### config.mk
export PLATFORM = sky130hd
export DESIGN_NAME = alu_pipe
export DESIGN_NICKNAME = d
export VERILOG_FILES = /design/src/rtl/alu_pkg.sv /design/src/rtl/alu_div_seq.sv /design/src/rtl/alu_pipe.sv
export SDC_FILE = /design/constraint.sdc
export NUM_CORES = 1
export LEC_CHECK = 0
export CORE_ASPECT_RATIO = 1.75
export CORE_MARGIN = 2
export CORE_UTILIZATION = 45
export DETAILED_ROUTE_END_ITERATION = 8
export HOLD_SLACK_MARGIN = 0.02
export SYNTH_ARGS = -nofsm -noshare
export SYNTH_HDL_FRONTEND = slang
export SYNTH_SLANG_ARGS = --single-unit
### constraint.sdc
create_clock -name CLK -period 5 [get_ports CLK]
set_input_delay 1 -clock CLK [delete_from_list [all_inputs] [get_ports CLK]]
set_output_delay 1 -clock CLK [all_outputs]
set_load 0.05 [all_outputs]
### src/rtl/alu_pkg.sv
// Shared opcodes, FSM state encoding and compare result codes for the ALU pipe.
package alu_pkg;

  localparam logic [3:0] OP_ADD  = 4'h0;
  localparam logic [3:0] OP_SUB  = 4'h1;
  localparam logic [3:0] OP_MUL  = 4'h2;
  localparam logic [3:0] OP_DIV  = 4'h3;
  localparam logic [3:0] OP_AND  = 4'h4;
  localparam logic [3:0] OP_OR   = 4'h5;
  localparam logic [3:0] OP_NAND = 4'h6;
  localparam logic [3:0] OP_NOR  = 4'h7;
  localparam logic [3:0] OP_NOP  = 4'h8;
  localparam logic [3:0] OP_EQ   = 4'h9;
  localparam logic [3:0] OP_GT   = 4'hA;
  localparam logic [3:0] OP_LT   = 4'hB;
  localparam logic [3:0] OP_SHR  = 4'hC;
  localparam logic [3:0] OP_SHL  = 4'hD;
  localparam logic [3:0] OP_SRA  = 4'hE;
  localparam logic [3:0] OP_ROR  = 4'hF;

  localparam logic [1:0] CMP_NONE = 2'd0;
  localparam logic [1:0] CMP_EQ   = 2'd1;
  localparam logic [1:0] CMP_GT   = 2'd2;
  localparam logic [1:0] CMP_LT   = 2'd3;

  // Unit tag order: {arith, logic, cmp, shift}
  localparam logic [3:0] UNIT_ARITH = 4'b1000;
  localparam logic [3:0] UNIT_LOGIC = 4'b0100;
  localparam logic [3:0] UNIT_CMP   = 4'b0010;
  localparam logic [3:0] UNIT_SHIFT = 4'b0001;

  typedef enum logic {IDLE, DIV} state_e;

endpackage

### src/rtl/alu_div_seq.sv
// Iterative signed restoring divider: one quotient bit per cycle on magnitudes,
// sign applied combinationally on the final iteration.
module alu_div_seq #(
  parameter int unsigned WIDTH = 16
) (
  input  logic               CLK,
  input  logic               RST,
  input  logic               start,
  input  logic [WIDTH-1:0]   A,
  input  logic [WIDTH-1:0]   B,
  output logic               busy,
  output logic               done,
  output logic [2*WIDTH-1:0] quotient
);

  localparam int unsigned CW = $clog2(WIDTH);

  logic             busy_q;
  logic             neg_q;
  logic [CW-1:0]    cnt_q;
  logic [WIDTH-1:0] dvsr_q;
  logic [WIDTH-1:0] rem_q;
  logic [WIDTH-1:0] q_q;

  logic [WIDTH-1:0]   abs_a;
  logic [WIDTH-1:0]   abs_b;
  logic [WIDTH:0]     shifted;
  logic               ge;
  logic [WIDTH-1:0]   rem_nx;
  logic [WIDTH-1:0]   q_nx;
  logic [2*WIDTH-1:0] mag;

  always_comb begin
    abs_a   = A[WIDTH-1] ? ('0 - A) : A;
    abs_b   = B[WIDTH-1] ? ('0 - B) : B;
    shifted = {rem_q, q_q[WIDTH-1]};
    ge      = (shifted >= {1'b0, dvsr_q});
    // Remainder stays below the divisor, so the low WIDTH bits of the difference suffice
    rem_nx  = ge ? (shifted[WIDTH-1:0] - dvsr_q) : shifted[WIDTH-1:0];
    q_nx    = {q_q[WIDTH-2:0], ge};
    mag     = {{WIDTH{1'b0}}, q_nx};
  end

  assign busy     = busy_q;
  assign done     = busy_q && (cnt_q == CW'(WIDTH - 1));
  assign quotient = neg_q ? ('0 - mag) : mag;

  always_ff @(posedge CLK or negedge RST) begin
    if (!RST) begin
      busy_q <= 1'b0;
      neg_q  <= 1'b0;
      cnt_q  <= '0;
      dvsr_q <= '0;
      rem_q  <= '0;
      q_q    <= '0;
    end else if (start) begin
      busy_q <= 1'b1;
      neg_q  <= A[WIDTH-1] ^ B[WIDTH-1];
      cnt_q  <= '0;
      dvsr_q <= abs_b;
      rem_q  <= '0;
      q_q    <= abs_a;
    end else if (busy_q) begin
      rem_q <= rem_nx;
      q_q   <= q_nx;
      cnt_q <= cnt_q + CW'(1);
      if (done) begin
        busy_q <= 1'b0;
      end
    end
  end

endmodule

### src/rtl/alu_pipe.sv
// Handshaked single-issue ALU: combinational units feed one registered result bus;
// divide runs on the iterative divider while the FSM sits in DIV.
module alu_pipe
  import alu_pkg::*;
#(
  parameter int unsigned WIDTH = 16
) (
  input  logic               CLK,
  input  logic               RST,
  input  logic               in_valid,
  output logic               in_ready,
  input  logic [WIDTH-1:0]   A,
  input  logic [WIDTH-1:0]   B,
  input  logic [3:0]         ALU_FUN,
  output logic               out_valid,
  input  logic               out_ready,
  output logic [2*WIDTH-1:0] res_out,
  output logic               arith_flag,
  output logic               logic_flag,
  output logic               cmp_flag,
  output logic               shift_flag,
  output logic               carry_out,
  output logic               overflow,
  output logic               div_by_zero,
  output logic               busy
);

  localparam int unsigned SHW = $clog2(WIDTH);
  localparam int unsigned RW  = 2 * WIDTH;
  localparam int unsigned M   = WIDTH - 1;
  localparam logic [SHW:0] W_AMT = (SHW + 1)'(WIDTH);

  state_e          state_q;
  logic            out_valid_q;
  logic [RW-1:0]   res_q;
  logic [3:0]      unit_q;
  logic            carry_q;
  logic            ovf_q;
  logic            dbz_q;

  logic [RW-1:0]   res_d;
  logic [3:0]      unit_d;
  logic            carry_d;
  logic            ovf_d;
  logic            dbz_d;

  logic [WIDTH:0]   add_s;
  logic [WIDTH:0]   sub_s;
  logic [RW-1:0]    a_ext;
  logic [RW-1:0]    b_ext;
  logic [RW-1:0]    prod;
  logic [SHW-1:0]   sh;
  logic [WIDTH-1:0] sra_w;
  logic [WIDTH-1:0] ror_w;

  logic            accept;
  logic            div_start;
  logic            div_busy;
  logic            div_done;
  logic [RW-1:0]   div_quot;

  assign in_ready  = RST && (state_q == IDLE) && (!out_valid_q || out_ready);
  assign accept    = in_valid && in_ready;
  assign div_start = accept && (ALU_FUN == OP_DIV) && (B != '0);

  assign sh    = B[SHW-1:0];
  assign add_s = {A[M], A} + {B[M], B};
  assign sub_s = {A[M], A} - {B[M], B};
  assign a_ext = {{WIDTH{A[M]}}, A};
  assign b_ext = {{WIDTH{B[M]}}, B};
  assign prod  = a_ext * b_ext;
  assign sra_w = $signed(A) >>> sh;
  // Shifting by the full width yields 0, so a zero rotate amount returns A unchanged
  assign ror_w = (A >> sh) | (A << (W_AMT - {1'b0, sh}));

  always_comb begin
    res_d   = '0;
    unit_d  = '0;
    carry_d = 1'b0;
    ovf_d   = 1'b0;
    dbz_d   = 1'b0;
    case (ALU_FUN)
      OP_ADD: begin
        unit_d  = UNIT_ARITH;
        res_d   = {{(WIDTH-1){add_s[WIDTH]}}, add_s};
        carry_d = (A[M] & B[M]) | ((A[M] | B[M]) & ~add_s[M]);
        ovf_d   = add_s[WIDTH] ^ add_s[M];
      end
      OP_SUB: begin
        unit_d  = UNIT_ARITH;
        res_d   = {{(WIDTH-1){sub_s[WIDTH]}}, sub_s};
        carry_d = (~A[M] & B[M]) | ((~A[M] | B[M]) & sub_s[M]);
        ovf_d   = sub_s[WIDTH] ^ sub_s[M];
      end
      OP_MUL: begin
        unit_d = UNIT_ARITH;
        res_d  = prod;
      end
      OP_DIV: begin
        unit_d = UNIT_ARITH;
        dbz_d  = (B == '0);
      end
      OP_AND:  begin unit_d = UNIT_LOGIC; res_d = {{WIDTH{1'b0}}, A & B};    end
      OP_OR:   begin unit_d = UNIT_LOGIC; res_d = {{WIDTH{1'b0}}, A | B};    end
      OP_NAND: begin unit_d = UNIT_LOGIC; res_d = {{WIDTH{1'b0}}, ~(A & B)}; end
      OP_NOR:  begin unit_d = UNIT_LOGIC; res_d = {{WIDTH{1'b0}}, ~(A | B)}; end
      OP_NOP:  begin unit_d = UNIT_CMP;   res_d = RW'(CMP_NONE); end
      OP_EQ: begin
        unit_d = UNIT_CMP;
        res_d  = (A == B) ? RW'(CMP_EQ) : '0;
      end
      OP_GT: begin
        unit_d = UNIT_CMP;
        res_d  = ($signed(A) > $signed(B)) ? RW'(CMP_GT) : '0;
      end
      OP_LT: begin
        unit_d = UNIT_CMP;
        res_d  = ($signed(A) < $signed(B)) ? RW'(CMP_LT) : '0;
      end
      OP_SHR:  begin unit_d = UNIT_SHIFT; res_d = {{WIDTH{1'b0}}, A >> sh}; end
      OP_SHL:  begin unit_d = UNIT_SHIFT; res_d = {{WIDTH{1'b0}}, A << sh}; end
      OP_SRA:  begin unit_d = UNIT_SHIFT; res_d = {{WIDTH{1'b0}}, sra_w};   end
      OP_ROR:  begin unit_d = UNIT_SHIFT; res_d = {{WIDTH{1'b0}}, ror_w};   end
      default: ;
    endcase
  end

  always_ff @(posedge CLK or negedge RST) begin
    if (!RST) begin
      state_q     <= IDLE;
      out_valid_q <= 1'b0;
      res_q       <= '0;
      unit_q      <= '0;
      carry_q     <= 1'b0;
      ovf_q       <= 1'b0;
      dbz_q       <= 1'b0;
    end else begin
      case (state_q)
        IDLE: begin
          if (div_start) begin
            state_q     <= DIV;
            out_valid_q <= 1'b0;
          end else if (accept) begin
            out_valid_q <= 1'b1;
            res_q       <= res_d;
            unit_q      <= unit_d;
            carry_q     <= carry_d;
            ovf_q       <= ovf_d;
            dbz_q       <= dbz_d;
          end else if (out_ready) begin
            out_valid_q <= 1'b0;
          end
        end
        DIV: begin
          if (div_done) begin
            state_q     <= IDLE;
            out_valid_q <= 1'b1;
            res_q       <= div_quot;
            unit_q      <= UNIT_ARITH;
            carry_q     <= 1'b0;
            ovf_q       <= 1'b0;
            dbz_q       <= 1'b0;
          end
        end
      endcase
    end
  end

  alu_div_seq #(.WIDTH(WIDTH)) u_div (
    .CLK      (CLK),
    .RST      (RST),
    .start    (div_start),
    .A        (A),
    .B        (B),
    .busy     (div_busy),
    .done     (div_done),
    .quotient (div_quot)
  );

  assign out_valid   = out_valid_q;
  assign res_out     = res_q;
  assign arith_flag  = unit_q[3];
  assign logic_flag  = unit_q[2];
  assign cmp_flag    = unit_q[1];
  assign shift_flag  = unit_q[0];
  assign carry_out   = carry_q;
  assign overflow    = ovf_q;
  assign div_by_zero = dbz_q;
  assign busy        = div_busy;

endmodule

==> flow_metrics.py, run 1 <==
metrics = {
    "run_status": {
        "outcome": "finished, violations left",
        "violations": "max-capacitance violations, max-slew violations, negative setup slack",
    },
    "clock_tree": {
        "cts_tree": "built",
        "clockRootBuffer": "clkbuf_16",
        "cts_buffer_depth": 2,
        "hold_buffers": 0,
        "htreeDepth": 3,
        "clk_latency_ns": 0.38,
        "numCtsBuffers": 9,
        "path_clk_slew_ns": 0.08,
        "cts.sink_count": 95,
    },
    "die": {
        "die_w_um": 164,
        "start_util_pct": 45.7,
        "core_mm2": 0.0443,
        "die-area_mm2": 0.0467,
        "pin_count": 82,
        "die_h_um": 284,
        "rows": 102,
    },
    "route": {
        "ant_nets": 0,
        "post-route-drc-count": 0,
        "vias": 20700,
        "wl_mm": 94.4,
        "viasPerCell": 5.91,
        "dr.pass1.iters": 6,
        "first_iter_violations": 1476,
        "wl_per_cell_um": 26.9,
    },
    "job": {
        "max-cap-violations": 1,
    },
    "timing": {
        "slew_viol_final": 1,
        "final-setup-viol-count": 27,
        "finalWorstSetupSlack_ns": -1.30,
        "hold_viol_final": 0,
        "max_freq_ghz": 0.159,
        "fin_crit_ns": 6.30,
        "rsz0062_at_grt": "yes",
        "fin_worst_skew_ns": 0.0206,
        "fin_crit_sh_pct": 126,
        "slew_headroom_pct": -1.00,
        "tightest_slew_ns": 1.48,
    },
    "synth": {
        "synth_top_family_by_area": "adder cells",
        "synth_nets": 2922,
        "synth_compound_area_share_pct": 17.0,
        "syn_inst": 2463,
        "synthTopCellsByArea": "fa_1 26%, dfrtp_1 12%, ha_1 9.4%, inv_1 6.5%, nor2_1 5.0%",
        "yosys.area_share.simple_pct": 15.4,
        "synth_top_area_share_pct": 26.4,
        "synthDistinctLibCells": 92,
        "ys_async_sr_fraction_pct": 100,
        "synthMostInstantiatedCell": "inv_1",
        "synth_area_mm2": 0.0202,
        "synth-xor-area-share_pct": 5.15,
        "avgSynthCellArea_um2": 8.21,
        "synth_common_cells": "349 x inv_1, 268 x nor2_1, 267 x fa_1",
        "ys_ff_latch": 95,
        "synth.yosys.warnings": 0,
        "synth-edff-count": 0,
        "synthAdderAreaFrac_pct": 35.8,
        "synthFlopType": "dfrtp_1",
        "synthMuxAreaShare_pct": 5.17,
        "synth_top_area_cell": "fa_1",
        "synth_seq_area_share_pct": 11.8,
    },
    "placement": {
        "port_buffers": 81,
        "place_ws_ns": -2.49,
        "hpwl_mm": 76.4,
        "gp_congestion": 1.10,
    },
    "cells_and_area": {
        "area_growth_pct": 37.3,
        "fill_cells": 3787,
        "utilization_pct": 62.7,
        "nNetsFinal": 3386,
        "drive_gt1_share_pct": 31.4,
    },
    "global_routing": {
        "antenna_found_initial": 2,
        "grt_pass1_wl_mm": 139,
        "grt_pass1_vias": 22300,
        "grt_remaining_overflow": 0,
        "grt_max_degree": 71,
        "track_usage_pct": 41.1,
    },
    "critical_path": {
        "timing.rr.start": "u_div.rem_q[3]",
        "cp_max_fo": 4,
        "critPathRequiredTime_ns": 5.31,
        "startpoint": "B[6]",
        "crit_path_end_kind": "flip-flop",
        "crit_type": "in2reg",
        "worstPathArrival_ns": 6.61,
        "worst_setup_path_start_kind": "primary input",
        "reg2reg_depth": 15,
    },
    "min_path": {
        "hold_class": "reg2reg",
        "min_path_cells": 2,
        "hp-start": "u_div.dvsr_q[13]",
    },
}
[layout make-up]
type / count / area, um2 / area share, %
Timing Repair Buffer: 596 / 5370 / 19.4
Inverter: 364 / 1430 / 5.16
Multi-Input combinational cell: 1860 / 17500 / 63.2
Clock inverter: 7 / 86.3 / 0.311
Timing Repair inverter: 1 / 7.51 / 0.0270
Antenna cell: 1 / 2.50 / 0.00901
Clock buffer: 9 / 225 / 0.811
Tap cell: 572 / 716 / 2.58
Sequential cell: 95 / 2380 / 8.57
[stage by stage]
stage | TNS (ns) | area [um2] | cells | hold slack [ns]
after detailed placement | -58.11 | 24800 | 3409 | 0.478
final | -25.62 | 27800 | 3505 | 0.492
after CTS | -25.09 | 27000 | 3490 | 0.497
after global routing | -28.99 | 27800 | 3504 | 0.515
after floorplan | -26.97 | 20700 | 2463 | 0.443
after global placement | -56.35 | 24800 | 3409 | 0.472
[routing by layer]
| metal | track usage [%] | up-vias | wire [um] |
|---|---|---|---|
| li1 | - | 9085 | - |
| met1 | 40.8 | 10300 | 29800 |
| met2 | 72.6 | 882 | 48200 |
| met3 | 6.26 | 410 | 5220 |
| met4 | 36.4 | 0 | 11100 |
| met5 | 0 | - | 0 |
[cell families (layout without fill, tap and decap cells)]
| kind of cell | after synthesis | in the layout |
|---|---|---|
| AND/OR/NAND/NOR | 713 | 713 |
| AO/OA/AOI/OAI | 526 | 526 |
| buffers and inverters | 508 | 977 |
| adder cells (fa/ha/maj) | 419 | 419 |
| XOR/XNOR | 119 | 119 |
| flip-flops | 95 | 95 |
| multiplexers | 83 | 83 |
| other | 0 | 1 |
[worst paths after layout]
kind                                    end  slack (ns)
max                             res_out[24]       -1.30
min                        u_div.dvsr_q[13]        0.49
max reg2reg                      res_out[1]        0.05
min reg2reg                u_div.dvsr_q[13]        0.49
max in group asynchronous        u_div.busy        2.98
min in group asynchronous   u_div.dvsr_q[6]        0.70
[critical path, stage by stage]
cell and delay, ns:
buf_8 0.10, clkinvlp_4 0.12, buf_12 0.13, buf_8 0.11, nor2_4 0.04, fa_1 0.56
inv_2 0.06, fa_2 0.54, fa_2 0.44, inv_2 0.07, fa_2 0.43, fa_1 0.49
inv_1 0.05, fa_1 0.52, inv_2 0.05, ha_4 0.17, a21o_4 0.25, a31oi_4 0.17
nor2_4 0.06, a211oi_4 0.35, o21ai_4 0.14, a21o_1 0.20, a21oi_2 0.18, mux2_4 0.32
o21ai_2 0.05
[timing repair]
action | CTS | global route
endpoints found under the setup margin | 30 | 29
gates cloned | 1 | 0
buffers inserted | 70 | 24
gates resized for setup | 482 | 151
endpoints found under the hold margin | 0 | 0
pin swaps | 144 | 107
[sequential cells by signal (all words and copies together), names as in the netlist]
signal        count
unit_q            4
state_q           1
res_out          32
u_div.q_q        16
out_valid         1
overflow          1
u_div.cnt_q       4
u_div.busy        1
u_div.dvsr_q     16
carry_out         1
div_by_zero       1
u_div.rem_q      16
u_div.neg_q       1
[cell usage in the layout (no fill, tap or decap), drive strengths merged, types with 16 or more instances in the layout]
cell type	netlist	routed
ha	152	152
fa	267	267
inv	355	356
o21ai	150	150
nand2	267	267
clkdlybuf4s50	0	47
xnor2	80	80
xor2	39	39
o31ai	23	23
a21oi	128	128
nor3	38	38
mux4	16	16
dfrtp	95	95
a21o	32	32
a31oi	16	16
a211oi	30	30
nand2b	20	20
nand3	29	29
nor2	268	268
buf	53	547
mux2i	55	55
Power of run 1 is left out: the tool's default activity adds up to more than one toggle a clock period on the data nets, which glitch-free logic cannot reach.
==> run 2: changes to the inputs <==
- CAP_MARGIN: unset -> 25
==> run 2 against run 1 <==
The flow finishes with violations (negative setup slack). Routed wire length shrank 1.0%. First-iteration DRC count shrank 9.1%. Global-route usage shrank 0.22 points. Register-to-register slack gained 0.74 ns. Core utilization shrank 0.16 points. Cell count grew 0.23%. Critical endpoint unchanged. Worst hold slack gained 0.0024 ns. Via count shrank 0.68%. Final area shrank 0.26%. Die area is the same. Worst setup slack gained 0.039 ns.
==> flow_metrics.py, run 2 (synthesis results as in run 1) <==
metrics = {
    "critical_path": {
        "worstPathArrival_ns": 6.57,
        "critPathRequiredTime_ns": 5.32,
        "crit_path_end_kind": "flip-flop",
        "worst_setup_path_start_kind": "primary input",
        "crit_type": "in2reg",
        "cp_max_fo": 4,
        "startpoint": "B[3]",
        "timing.rr.start": "u_div.rem_q[3]",
    },
    "route": {
        "post-route-drc-count": 0,
        "dr.pass1.iters": 5,
        "viasPerCell": 5.85,
        "wl_mm": 93.5,
        "ant_nets": 0,
        "first_iter_violations": 1342,
        "vias": 20600,
        "wl_per_cell_um": 26.6,
    },
    "cells_and_area": {
        "final_common_cell": "buf_4",
        "design_area_mm2": 0.0277,
        "fill_cells": 3748,
        "largest_register_ffs": 32,
        "final_cell_mix": "424 x buf_4, 296 x inv_1, 245 x fa_1",
        "multi_input_area_mm2": 0.0175,
        "nNetsFinal": 3393,
        "area_growth_pct": 36.9,
        "drive_gt1_share_pct": 31.5,
        "seqCellArea_mm2": 0.00238,
    },
    "clock_tree": {
        "clk_latency_ns": 0.39,
        "cts.sink_count": 95,
        "numCtsBuffers": 9,
        "path_clk_slew_ns": 0.08,
        "hold_buffers": 0,
        "htreeDepth": 3,
        "clockRootBuffer": "clkbuf_16",
        "cts_buffer_depth": 2,
        "cts_tree": "built",
    },
    "timing": {
        "tightest_slew_ns": 1.14,
        "max_freq_ghz": 0.160,
        "rsz0062_at_grt": "yes",
        "fin_crit_ns": 6.26,
        "final-setup-viol-count": 27,
        "hold_viol_final": 0,
        "fin_worst_skew_ns": 0.0176,
        "slew_headroom_pct": 23.0,
        "slew_viol_final": 0,
        "fin_crit_sh_pct": 125,
        "finalWorstSetupSlack_ns": -1.26,
    },
    "placement": {
        "gp_congestion": 1.10,
        "placed_area_mm2": 0.0248,
        "port_buffers": 81,
        "place_ws_ns": -2.45,
        "hpwl_mm": 76.3,
    },
    "global_routing": {
        "antenna_found_initial": 3,
        "grt_max_degree": 71,
        "track_usage_pct": 40.9,
        "grt_pass1_wl_mm": 138,
        "grt_remaining_overflow": 0,
        "grt_pass1_vias": 22200,
    },
    "job": {
        "max-cap-violations": 0,
    },
    "die": {
        "core_mm2": 0.0443,
        "die-area_mm2": 0.0467,
        "pin_count": 82,
        "die_h_um": 284,
        "rows": 102,
        "die_w_um": 164,
        "start_util_pct": 45.7,
    },
    "run_status": {
        "violations": "negative setup slack",
        "outcome": "finished, violations left",
    },
    "min_path": {
        "hp-start": "u_div.dvsr_q[0]",
        "hold_class": "reg2reg",
    },
}
[run 2: cell count changes in the layout (fill, tap and decap cells not counted), moves of 6 or more]
cell / delta
fa_2: -6
buf_6: -15
buf_4: +19
nor2_2: +8
fa_1: +6
nor2_1: -8
[run 2: worst paths after layout]
path / endpoint / slack [ns] / cells after the start
max: res_out[24] / -1.26 / 23
min: u_div.dvsr_q[0] / 0.49 / 2
max reg2reg: res_out[1] / 0.79 / 16
min reg2reg: u_div.dvsr_q[0] / 0.49 / 2
max in group asynchronous: u_div.busy / 3.45 / 4
min in group asynchronous: res_out[15] / 0.70 / 2
[run 2: per-stage QoR]
stage                     TNS [ns]  util, %  cells  hold WS [ns]
after global placement      -56.35     56.0   3409         0.472
after global routing        -29.78     62.5   3512         0.517
after floorplan             -26.97        -   2463         0.443
after CTS                   -24.69     61.1   3494         0.500
final                       -26.05     62.5   3513         0.494
after detailed placement    -57.32     56.0   3410         0.484
[run 2: final cells by class]
class	instances	share of cell area, %
Timing Repair Buffer	604	19.5
Inverter	364	5.19
Clock inverter	7	0.244
Tap cell	572	2.58
Clock buffer	9	0.813
Antenna cell	2	0.0181
Sequential cell	95	8.59
Multi-Input combinational cell	1860	63.1
[run 2: repair_timing]
action,4_1_cts,5_1_grt
resized for setup,480,143
setup endpoints to repair,28,28
buffers inserted,77,21
pin swaps,158,124
[run 2: worst max-delay path, cell delays in order]
cell      delay [ns]
buf_12          0.10
buf_6           0.10
buf_6           0.09
nand2_2         0.05
fa_2            0.60
fa_2            0.49
fa_1            0.54
inv_2           0.04
fa_1            0.46
fa_1            0.52
inv_2           0.04
fa_1            0.52
inv_2           0.05
ha_4            0.21
a21o_1          0.21
a31oi_1         0.19
nor2_2          0.07
a211oi_4        0.34
o21ai_4         0.13
a21o_1          0.19
a21oi_2         0.19
mux2_4          0.32
o21ai_2         0.05
[run 2: metal layers]
metal  share of wire [%]  vias to the layer above  wire, um  global-route usage (%)
met2                  51                      859     47500                    71.5
li1                    -                     9094         -                       -
met5                   0                        -         0                       0
met3                 5.2                      409      4900                    6.27
met4                  12                        0     11200                    37.9
met1                  32                    10200     29800                    40.5
Power of run 2 is left out for the same reason.
